File: config.mk
export PLATFORM = sky130hd
export DESIGN_NAME = cw_word_packer
export DESIGN_NICKNAME = d
export VERILOG_FILES = /design/src/rtl/cw_word_packer.sv
export SDC_FILE = /design/constraint.sdc
export NUM_CORES = 1
export LEC_CHECK = 0
export CAP_MARGIN = 30
export CORE_UTILIZATION = 49
export DETAILED_ROUTE_END_ITERATION = 8
export GPL_TIMING_DRIVEN = 0
export PLACE_DENSITY = 0.87
export SLEW_MARGIN = 25
export SYNTH_ARGS = -nofsm -noshare
export SYNTH_HDL_FRONTEND = slang
export SYNTH_SLANG_ARGS = --single-unit
export TNS_END_PERCENT = 1
File: constraint.sdc
create_clock -name clk -period 3.1 [get_ports clk]
set_input_delay 0.93 -clock clk [delete_from_list [all_inputs] [get_ports clk]]
set_output_delay 0.93 -clock clk [all_outputs]
set_load 0.05 [all_outputs]
File: src/rtl/cw_word_packer.sv
// Serial-to-parallel packer feeding the constant-weight decoder input FIFO.
// Collects CW_W bits MSB-first, writes each word, and pulses start after a full frame.
module cw_word_packer #(
    parameter int CW_W        = 10,
    parameter int FRAME_WORDS = 10,
    localparam int IDX_W      = (FRAME_WORDS > 1) ? $clog2(FRAME_WORDS) : 1,
    localparam int BCNT_W     = (CW_W > 1) ? $clog2(CW_W) : 1
) (
    input  logic              clk,
    input  logic              rst_b,
    input  logic              bit_in,
    input  logic              bit_valid,
    output logic              bit_ready,
    input  logic              fifo_full,
    output logic [CW_W-1:0]   msg_bype,
    output logic              wr_en,
    output logic              start,
    output logic [IDX_W-1:0]  word_idx
);

    localparam logic [1:0] S_COLLECT = 2'd0;
    localparam logic [1:0] S_WRITE   = 2'd1;
    localparam logic [1:0] S_START   = 2'd2;

    localparam logic [BCNT_W-1:0] BCNT_LAST = BCNT_W'(CW_W - 1);
    localparam logic [IDX_W-1:0]  WCNT_LAST = IDX_W'(FRAME_WORDS - 1);

    logic [1:0]        r_state;
    // The oldest bit shifts out of the top when the last bit lands, so only CW_W-1 bits are kept.
    logic [CW_W-2:0]   r_sr;
    logic [BCNT_W-1:0] r_bcnt;
    logic [IDX_W-1:0]  r_wcnt;
    logic [CW_W-1:0]   r_msg;

    logic w_xfer;
    logic w_wr;

    assign bit_ready = (r_state == S_COLLECT);
    assign w_xfer    = bit_ready & bit_valid;
    assign w_wr      = (r_state == S_WRITE) & ~fifo_full;
    assign wr_en     = w_wr;
    assign start     = (r_state == S_START);
    assign msg_bype  = r_msg;
    assign word_idx  = r_wcnt;

    always_ff @(posedge clk or negedge rst_b) begin
        if (!rst_b) begin
            r_state <= S_COLLECT;
            r_sr    <= '0;
            r_bcnt  <= '0;
            r_wcnt  <= '0;
            r_msg   <= '0;
        end else begin
            case (r_state)
                S_COLLECT: begin
                    if (w_xfer) begin
                        r_sr <= {r_sr[CW_W-3:0], bit_in};
                        if (r_bcnt == BCNT_LAST) begin
                            r_msg   <= {r_sr, bit_in};
                            r_bcnt  <= '0;
                            r_state <= S_WRITE;
                        end else begin
                            r_bcnt <= r_bcnt + 1'b1;
                        end
                    end
                end
                S_WRITE: begin
                    // Stay here with the word held until the FIFO has room.
                    if (w_wr) begin
                        if (r_wcnt == WCNT_LAST) begin
                            r_wcnt  <= '0;
                            r_state <= S_START;
                        end else begin
                            r_wcnt  <= r_wcnt + 1'b1;
                            r_state <= S_COLLECT;
                        end
                    end
                end
                S_START: begin
                    r_state <= S_COLLECT;
                end
                default: begin
                    r_state <= S_COLLECT;
                end
            endcase
        end
    end

endmodule

; ---- After elaboration in Yosys (flattened, before gate mapping)
; Cells that the tools add are included.
; W data, S select, Z words.
[word_totals]
word_cells = 29
regBits = 29
in_bits = 5
out_inout_bits = 17
[op_classes]
eq_ne = 7
n_addsub = 2
n_bitwise = 3
n_reduce_logical = 5
mux = 7
[ops]
columns = operator, count
row1 = $add A4 B1 Y4 const B, 2
row2 = $eq A4 B4 Y1 const B, 2
row3 = $mux W2, 4
row4 = $mux W4, 2
row5 = $reduce_and A3 Y1, 2
row6 = $ne A2 B1 Y1 const B, 2
row7 = $pmux W2 S2, 1
row8 = $reduce_and A2 Y1, 2
row9 = $and A1 B1 Y1, 2
row10 = $eq A2 B1 Y1 const B, 1
row11 = $eq A2 B2 Y1 const B, 1
row12 = $logic_not A2 Y1, 1
row13 = $ne A2 B2 Y1 const B, 1
row14 = $not A1 Y1, 1

; ---- Depth between registers and ports, before layout
; Gate-level depths: netlist of the first run.
[depth]
word_depth = 4
mapped_depth = 4

; ---- Worst setup path after synthesis of the first run
; Ideal clock, no wire load.
[synth_timing]
path_type = input to output
from = in fifo_full
to = out wr_en
arrival_ns = 2.220
setup_slack_ns = -0.050
cell_stages = 1
cell_sequence = nor3b_1
[synth_via]
elab_chain_len = 2
[synth_lines]
columns = item, line_no
row1 = "start, declared", 14  ; input logic fifo_full,
row2 = $not A1 Y1, 40  ; assign w_wr = (r_state == S_WRITE) & ~fifo_full;
row3 = $and A1 B1 Y1, 40
row4 = "end, declared", 16  ; output logic wr_en,
; No other way between the ends.

; ---- Final worst setup path of the first run
; Same ends and word-level chain as after synthesis.

==> results of run 1 <==
-- registers in the layout (all words and copies together) (netlist names) --
name	cells
word_idx	4
r_sr	9
msg_bype	10
r_bcnt	4
r_state	2
-- worst max-delay path: stages --
cell	delay, ns
clkdlybuf4s50_1	0.45
nor3b_2	0.26
clkdlybuf4s15_2	0.41
-- layer usage --
| layer | routed length, um | vias up | global-route usage (%) |
|---|---|---|---|
| li1 | - | 344 | - |
| met5 | 0 | - | 0 |
| met2 | 943 | 19 | 27.6 |
| met4 | 46 | 0 | 9.46 |
| met3 | 100 | 5 | 7.31 |
| met1 | 910 | 377 | 22.2 |
-- power breakdown --
group,switching [W],internal [W],total [W]
Combinational,0.000458,0.000381,0.000839
Sequential,0.000144,0.000549,0.000693
Clock,0.000126,0.000131,0.000258
-- layout by cell type (no fill, tap or decap) --
master,netlist,layout
buf_2,1,2
mux2_4,9,9
clkdlybuf4s15_2,0,1
nand3b_1,2,2
clkbuf_4,0,5
nor3_1,2,2
o21ai_0,2,2
xnor2_1,2,2
a21o_2,1,1
a21o_1,1,1
nand4bb_1,1,1
or3b_4,1,1
nor2b_1,4,4
nand2b_1,1,1
and2b_2,1,1
xor2_1,2,2
dfrtp_1,29,29
nor2_1,1,1
nor3b_2,0,1
and3b_1,1,1
mux2_2,10,10
clkdlybuf4s50_1,0,19
a221oi_1,1,1
clkinv_2,0,1
buf_6,1,1
nand3_1,2,2
nand2_1,1,1
nand4bb_4,1,1
nor3b_1,3,2
clkbuf_8,0,2
o31ai_1,1,1
-- area by class of cell --
type / count / area (sq um) / area share (%)
sequential: 29 / 726 / 46.9
timing repair buffer: 21 / 206 / 13.3
clock buffer: 7 / 65.1 / 4.20
buffer: 2 / 16.3 / 1.05
clock inverter: 1 / 5.00 / 0.323
tap: 28 / 35.0 / 2.26
multi-input combinational: 50 / 494 / 31.9
-- final timing paths --
check	startpoint	endpoint	slack, ns
max	fifo_full	wr_en	0.12
max in group asynchronous	rst_b	word_idx[0]	2.09
min in group asynchronous	rst_b	r_sr[7]	0.61
min	msg_bype[0]	msg_bype[0]	0.52
min reg2reg	msg_bype[0]	msg_bype[0]	0.52
max reg2reg	r_state[0]	msg_bype[4]	1.39
-- cell families after synthesis --
logic type	after synthesis	share of synthesized area, %
compound gates	6	3.46
xor+xnor	4	2.85
buf+inv	2	1.32
flops	29	58.9
mux	19	20.1
simple gates	21	13.3
-- per-stage QoR --
stage          hold WS [ns]  cell area [sq um]
3_3_place_gp          0.489               1480
6_report              0.515               1550
5_1_grt               0.533               1550
2_1_floorplan         0.478               1240
3_5_place_dp          0.495               1480
4_1_cts               0.520               1550
==> flow_summary.json, run 1 <==
{
  "outcome": "finished clean",
  "hold_depth": 1,
  "min_period_ns": 2.98,
  "numCtsBuffers": 5,
  "initial_core_util_pct": 53.6,
  "critPathLaunchType": "input port",
  "synth_top_area_share_pct": 58.9,
  "ant_nets": 0,
  "rsz0062_at_grt": "false",
  "syn_avg_cell_area_sq_um": 15.2,
  "cts_max_path_buffers": 2,
  "viasPerCell": 5.40,
  "cts-root-buf": "clkbuf_4",
  "finalWorstSetupSlack_ns": 0.118,
  "yosys-top-cells-area": "dfrtp_1 59%, mux2_4 11%, mux2_2 9.1%, nand4bb_4 2.2%, nor2b_1 2.0%",
  "die_w_um": 52.1,
  "drc": 0,
  "power_per_cell_area_nw_per_um2": 1160,
  "fin_util_pct": 67.4,
  "path_class": "in2out",
  "nets": 114,
  "die-area_sq_um": 2720,
  "hpwl_um": 1360,
  "syn_inst": 81,
  "design.core.area_sq_um": 2300,
  "dr.pass1.iters": 2,
  "yosysWarningCount": 0,
  "grt_pass1_vias": 763,
  "wl_per_cell_um": 14.5,
  "report.final.hold_viol_count": 0,
  "post_cts_buffers": 0,
  "max_slew_margin_pct": 59.3,
  "critPathMaxFanout": 3,
  "synth.distinct_cells": 25,
  "place_congestion": 0.669,
  "fin_tns_setup_ns": 0,
  "synth_commonest_cells": "29 x dfrtp_1, 10 x mux2_2, 9 x mux2_4",
  "totalWireLength_um": 2000,
  "syn_nets": 86,
  "fillers": 172,
  "clock-sinks": 29,
  "yosysTopAreaCell": "dfrtp_1",
  "power_leakage_nw": 0.700,
  "synth_edf_count": 0,
  "place.port_buffers": 21,
  "htree_levels": 2,
  "hp-class": "reg2reg",
  "finalCritPeriodShare_pct": 96.2,
  "cts_tree": "done",
  "die_y_um": 52.1,
  "area_growth_pct": 25.7,
  "antenna_found_initial": 0,
  "cap_violations": 0,
  "clock_latency_ns": 0.32,
  "cp-end-kind": "output port",
  "seq_area_frac_synth_pct": 58.9,
  "synthArstFlopShare_pct": 100,
  "grt-ovfl-total": 0,
  "tightest_slew_ns": 0.610,
  "layout-drive-gt1-share_pct": 32.7,
  "clock.fmax_mhz": 335,
  "track_usage_pct": 18.2,
  "ys_ff_latch": 29,
  "totalPowerFinal_w": 0.00179,
  "ys.flop_type": "dfrtp_1",
  "placementRows": 17,
  "skew_ns": 0.00905,
  "final_max_slew_viol_count": 0,
  "antenna_cells": 0,
  "path_clk_slew_ns": 0.09,
  "ctsHoldBuffers": 0,
  "grt_pass1_wl_um": 3430,
  "vias": 745,
  "rr_worst_depth": 4,
  "synth_area_sq_um": 1230,
  "finalNonFillerCells": 138,
  "drt-initial-drc-count": 7,
  "dp_slack_ns": -0.323,
  "cts_resized": 3,
  "synth_most_common_cell": "dfrtp_1",
  "pin_count": 22,
  "cp.arrival_ns": 2.05,
  "required_ns": 2.17,
  "grt_max_degree": 30,
  "place_inst": 130,
  "peakVddDrop_uv": 752,
  "setup_viol": 0
}
(Power assumes the default switching activity.)
==> run 2, diff against run 1 <==
--- a/config.mk
+++ b/config.mk
@@ -5,10 +5,13 @@
 export SDC_FILE = /design/constraint.sdc
 export NUM_CORES = 1
 export LEC_CHECK = 0
+export ABC_AREA = 1
 export CAP_MARGIN = 30
 export CORE_UTILIZATION = 49
+export CTS_CLUSTER_SIZE = 14
 export DETAILED_ROUTE_END_ITERATION = 8
 export GPL_TIMING_DRIVEN = 0
+export MAX_ROUTING_LAYER = met4
 export PLACE_DENSITY = 0.87
 export SLEW_MARGIN = 25
 export SYNTH_ARGS = -nofsm -noshare
==> run 2 against run 1 <==
Clock skew decreased by 0.0043 ns. Fmax up 3.5%. Count of clock-buffer cells in the layout did not move. First-iteration DRC count grew to 3.4 times the previous value. Clock power increased by 26%. Final cell count grew 39%. Sequential cell count stayed put. Sequential share of layout area shrank 1.6 points. Via count is 28% higher. Core utilization down 2.7 points.
==> flow_summary.json, run 2 <==
{
  "outcome": "finished clean",
  "hp-class": "reg2reg",
  "htree_levels": 2,
  "place.port_buffers": 21,
  "drt-initial-drc-count": 24,
  "syn_inst": 133,
  "cp_cell_sequence": "clkdlybuf4s50_1, nor2_4, clkbuf_2",
  "report.final.hold_viol_count": 0,
  "design.core.area_sq_um": 2480,
  "path_clk_slew_ns": 0.09,
  "die_w_um": 53.1,
  "hp-start": "msg_bype[2]",
  "track_usage_pct": 19.9,
  "power_per_cell_area_nw_per_um2": 1090,
  "pin_count": 22,
  "crit_slowest_cell": "clkdlybuf4s50_1",
  "viasPerCell": 4.97,
  "nets": 166,
  "rsz0062_at_grt": "false",
  "fin_hold_ws_ns": 0.493,
  "placementRows": 18,
  "die-area_sq_um": 2820,
  "tightest_slew_ns": 0.621,
  "grt_max_degree": 30,
  "ys_ff_latch": 29,
  "layout-drive-gt1-share_pct": 21.6,
  "cts-root-buf": "clkbuf_4",
  "synth_most_common_cell": "nand2_1",
  "grt_pass1_vias": 884,
  "cts_max_path_buffers": 2,
  "ant_nets": 0,
  "synth_area_sq_um": 1280,
  "required_ns": 2.17,
  "antenna_cells": 0,
  "syn_avg_cell_area_sq_um": 9.61,
  "yosys-top-cells-area": "dfrtp_1 57%, nand2_1 9.4%, o21ai_2 5.5%, inv_1 4.4%, o21ai_0 3.5%",
  "holdPathEnd": "msg_bype[2]",
  "initial_core_util_pct": 51.6,
  "final_common_cell": "nand2_1",
  "clock-sinks": 29,
  "cp.arrival_ns": 1.95,
  "ff2ff_setup_slack_ns": 1.87,
  "vias": 954,
  "yosysTopAreaCell": "dfrtp_1",
  "hpwl_um": 1630,
  "grt-ovfl-total": 0,
  "hold_depth": 2,
  "critPathLaunchType": "input port",
  "r2r_end": "msg_bype[4]",
  "yosysWarningCount": 0,
  "path_depth": 3,
  "fillers": 210,
  "reg2reg_from": "r_state[0]",
  "cap_violations": 0,
  "clock.fmax_mhz": 347,
  "drc": 0,
  "synthArstFlopShare_pct": 100,
  "antenna_found_initial": 0,
  "totalWireLength_um": 2340,
  "max_stage_delay_ns": 0.47,
  "finalCritPeriodShare_pct": 92.9,
  "rr_worst_depth": 7,
  "cts_tree": "done",
  "crit_family": "buffers and inverters",
  "layout_common_cells": "32 x nand2_1, 29 x dfrtp_1, 19 x clkdlybuf4s50_1",
  "max_slew_margin_pct": 58.6,
  "cp-end-kind": "output port",
  "setup_viol": 0,
  "fin_util_pct": 64.6,
  "synth_edf_count": 0,
  "final_max_slew_viol_count": 0,
  "grt_pass1_wl_um": 3670,
  "synth_commonest_cells": "32 x nand2_1, 29 x dfrtp_1, 15 x inv_1",
  "die_y_um": 53.1,
  "path_buf_inv": 2,
  "post_cts_buffers": 0,
  "clock_latency_ns": 0.33,
  "dr.pass1.iters": 5,
  "wl_per_cell_um": 12.2,
  "syn_nets": 138,
  "synth_top_area_share_pct": 56.8,
  "totalPowerFinal_w": 0.00175,
  "numCtsBuffers": 5,
  "synth.distinct_cells": 18,
  "place_congestion": 0.738,
  "largest_reg_flops": 10,
  "ys.flop_type": "dfrtp_1",
  "peakVddDrop_uv": 614,
  "min_period_ns": 2.88,
  "area_growth_pct": 25.2,
  "critPathMaxFanout": 9,
  "path_class": "in2out",
  "seq_area_frac_synth_pct": 56.8,
  "power_leakage_nw": 0.779,
  "skew_ns": 0.00472
}
==> run 2: cell families (layout without fill, tap and decap cells) <==
kind of cell	Yosys count	after routing	share of synthesized area, %
AOI/OAI and AO/OA	22	22	11.0
xor gates and xnor gates	3	3	2.06
buffers and inverters	22	51	8.22
DFF	29	29	56.8
and+or+nand+nor	57	57	22.0
==> run 2: layout make-up <==
| type | count | area [sq um] | area share (%) |
|---|---|---|---|
| tap | 30 | 37.5 | 2.34 |
| inverter | 19 | 71.3 | 4.45 |
| buffer | 3 | 33.8 | 2.11 |
| timing repair buffer | 21 | 200 | 12.5 |
| clock inverter | 1 | 30.0 | 1.87 |
| clock buffer | 7 | 55.1 | 3.44 |
| sequential | 29 | 726 | 45.3 |
| multi-input combinational | 82 | 448 | 28.0 |
==> run 2: through the flow <==
stage               instances  instance area (sq um)  TNS, ns  worst slack (ns)
global route              192                   1600        0             0.177
detailed placement        184                   1520   -0.299            -0.299
global placement          184                   1530   -0.291            -0.291
CTS                       192                   1610        0           0.00289
finish                    192                   1600        0             0.219
floorplan                 133                   1280        0             0.888
==> run 2: worst register-to-register path, delay by kind of cell (launching register included) <==
family	cells	cell delay [ns]
buf+inv	2	0.22
flops	1	0.45
compound gates	1	0.06
simple gates	4	0.41
==> run 2: repair_timing <==
item / 4_1_cts / 5_1_grt
resized for setup: 2 / 1
pin swaps: 0 / 0
hold buffers: 0 / 0
endpoints found under the setup margin: 1 / 1
==> run 2: worst max-delay path by stage <==
stage | from | to | slack, ns
global route | fifo_full | wr_en | 0.18
global placement | fifo_full | wr_en | -0.29
finish | fifo_full | wr_en | 0.22
floorplan | fifo_full | wr_en | 0.89
detailed placement | fifo_full | wr_en | -0.30
CTS | fifo_full | wr_en | 0.003
==> run 2: where the power goes <==
part / internal, W / leakage [nW] / switching (W) / total [W]
sequential: 0.000530 / 0.375 / 0.000108 / 0.000637
clock: 0.000192 / 0.0455 / 0.000132 / 0.000324
combinational: 0.000258 / 0.358 / 0.000532 / 0.000790
==> run 2: per-layer routing <==
layer / track usage [%] / up-vias / share of wire, %
met1: 21.4 / 449 / 42
met5: - / - / 0
li1: - / 471 / -
met3: 6.03 / 7 / 5.5
met4: 11.8 / 0 / 2.4
met2: 32.1 / 27 / 50
==> run 3, diff against run 2 <==
--- a/config.mk
+++ b/config.mk
@@ -7,12 +7,12 @@
 export LEC_CHECK = 0
 export ABC_AREA = 1
 export CAP_MARGIN = 30
-export CORE_UTILIZATION = 49
+export CORE_UTILIZATION = 40
 export CTS_CLUSTER_SIZE = 14
 export DETAILED_ROUTE_END_ITERATION = 8
 export GPL_TIMING_DRIVEN = 0
 export MAX_ROUTING_LAYER = met4
-export PLACE_DENSITY = 0.87
+export PLACE_DENSITY = 0.75
 export SLEW_MARGIN = 25
 export SYNTH_ARGS = -nofsm -noshare
 export SYNTH_HDL_FRONTEND = slang
==> run 3 against run 2 <==
Final cell count rose by 6.8%. Combinational power shrank 1%. Count of clock-buffer cells in the layout is the same. Clock power shrank 30%. Sequential share of layout area rose by 0.36 points. Critical path type unchanged.
==> flow_summary.json, run 3 (synthesized netlist as in run 2, its figures left out) <==
{
  "finalCritPeriodShare_pct": 92.3,
  "cp_cell_sequence": "clkdlybuf4s50_1, nor2_4, clkbuf_2",
  "rsz0062_at_grt": "false",
  "track_usage_pct": 16.3,
  "htree_levels": 2,
  "initial_core_util_pct": 41.9,
  "antenna_cells": 0,
  "die_y_um": 58.5,
  "drt-met1-wl_um": 994,
  "critPathMaxFanout": 9,
  "drt-initial-drc-count": 31,
  "min_period_ns": 2.86,
  "setup_viol": 0,
  "antenna_found_initial": 0,
  "die-area_sq_um": 3430,
  "final_cell_area_sq_um": 1590,
  "place.port_buffers": 21,
  "vias": 956,
  "hp-start": "msg_bype[9]",
  "required_ns": 2.17,
  "crit_slowest_cell": "clkdlybuf4s50_1",
  "regArea_sq_um": 726,
  "cp.arrival_ns": 1.93,
  "skew_ns": 0.0135,
  "largest_reg_flops": 10,
  "holdPathEnd": "msg_bype[9]",
  "clock-sinks": 29,
  "power_per_cell_area_nw_per_um2": 1030,
  "nets": 166,
  "die_w_um": 58.5,
  "max_stage_delay_ns": 0.46,
  "max_slew_margin_pct": 58.9,
  "hpwl_um": 1620,
  "totalWireLength_um": 2210,
  "final_max_slew_viol_count": 0,
  "ff2ff_setup_slack_ns": 1.87,
  "drc": 0,
  "area_growth_pct": 24.3,
  "multiInputGateArea_sq_um": 448,
  "cp-end-kind": "output port",
  "grt-ovfl-total": 0,
  "reg2reg_from": "r_state[0]",
  "grt_pass1_vias": 894,
  "wl_per_cell_um": 10.8,
  "report.final.hold_viol_count": 0,
  "cts-root-buf": "clkbuf_4",
  "met3WireLength_um": 82,
  "numCtsBuffers": 5,
  "path_class": "in2out",
  "final_common_cell": "nand2_1",
  "placed_cell_area_sq_um": 1540,
  "power_leakage_nw": 0.765,
  "grt_max_degree": 30,
  "grt_pass1_wl_um": 3900,
  "hold_depth": 2,
  "clock.fmax_mhz": 350,
  "clock_latency_ns": 0.32,
  "fillers": 290,
  "wl_met2_um": 1100,
  "peakVddDrop_uv": 355,
  "ant_nets": 0,
  "cts_max_path_buffers": 2,
  "layout_common_cells": "32 x nand2_1, 29 x dfrtp_1, 19 x clkdlybuf4s50_1",
  "placementRows": 20,
  "layout-drive-gt1-share_pct": 21.1,
  "cap_violations": 0,
  "cts_tree": "done",
  "r2r_end": "msg_bype[5]",
  "outcome": "finished clean",
  "crit_family": "buffers and inverters",
  "viasPerCell": 4.66,
  "path_clk_slew_ns": 0.09,
  "path_buf_inv": 2,
  "tightest_slew_ns": 0.616,
  "critPathLaunchType": "input port",
  "highest_layer": "met4",
  "hp-class": "reg2reg",
  "pin_count": 22,
  "totalPowerFinal_w": 0.00164,
  "place_congestion": 0.722,
  "design.core.area_sq_um": 3050,
  "rr_worst_depth": 7,
  "dr.pass1.iters": 4
}
## run 3: cell types whose count changed in the layout (fill, tap and decap cells not counted), sizes merged
| cell | delta |
|---|---|
| bufinv | -1 |
## run 3: area by class of cell
cell class                      count  area share [%]
Sequential cell                    29            45.7
Tap cell                           44            3.46
Clock buffer                        7            3.46
Inverter                           19            4.49
Multi-Input combinational cell     82            28.2
Timing Repair Buffer               21            12.6
Buffer                              3            2.13
## run 3: worst register-to-register path, cell delays in order (launching register included)
cell and delay (ns):
dfrtp_1 0.44, inv_2 0.07, nand2_2 0.06, nor2_4 0.19, nand2_4 0.08, buf_6 0.15
nand2_1 0.07, o21ai_2 0.05
## run 3: layer usage
| layer | track usage [%] | up-vias |
|---|---|---|
| li1 | - | 475 |
| met1 | 19.2 | 459 |
| met2 | 24.6 | 18 |
| met3 | 7.25 | 4 |
| met4 | 6.12 | 0 |
| met5 | - | - |
## run 3: power breakdown
group          switching [W]  internal (W)  leakage [nW]
combinational       0.000522      0.000258         0.358
clock               0.000121      0.000107        0.0314
sequential          0.000107      0.000530         0.375
## run 3: stage by stage
step	utilization [%]	setup WS [ns]	instances	setup TNS, ns	hold WS [ns]
finish	52.0	0.239	205	0	0.481
global route	52.0	0.167	205	0	0.510
CTS	52.2	0.0152	205	0	0.487
detailed placement	50.4	-0.292	198	-0.292	0.466
global placement	50.6	-0.287	198	-0.287	0.453
floorplan	-	0.888	133	0	0.453
## run 3: how the worst max path moves through the flow
| stage | startpoint | end | depth (start not counted) |
|---|---|---|---|
| 5_1_grt | fifo_full | wr_en | 3 |
| 6_report | fifo_full | wr_en | 3 |
| 3_3_place_gp | fifo_full | wr_en | 3 |
| 2_1_floorplan | fifo_full | wr_en | 1 |
| 3_5_place_dp | fifo_full | wr_en | 3 |
| 4_1_cts | fifo_full | wr_en | 3 |
## run 3: what timing repair did
action / in CTS / in global routing
buffers inserted: 0 / 0
hold buffers: 0 / 0
setup endpoints to repair: 1 / 1
resized for setup: 2 / 1
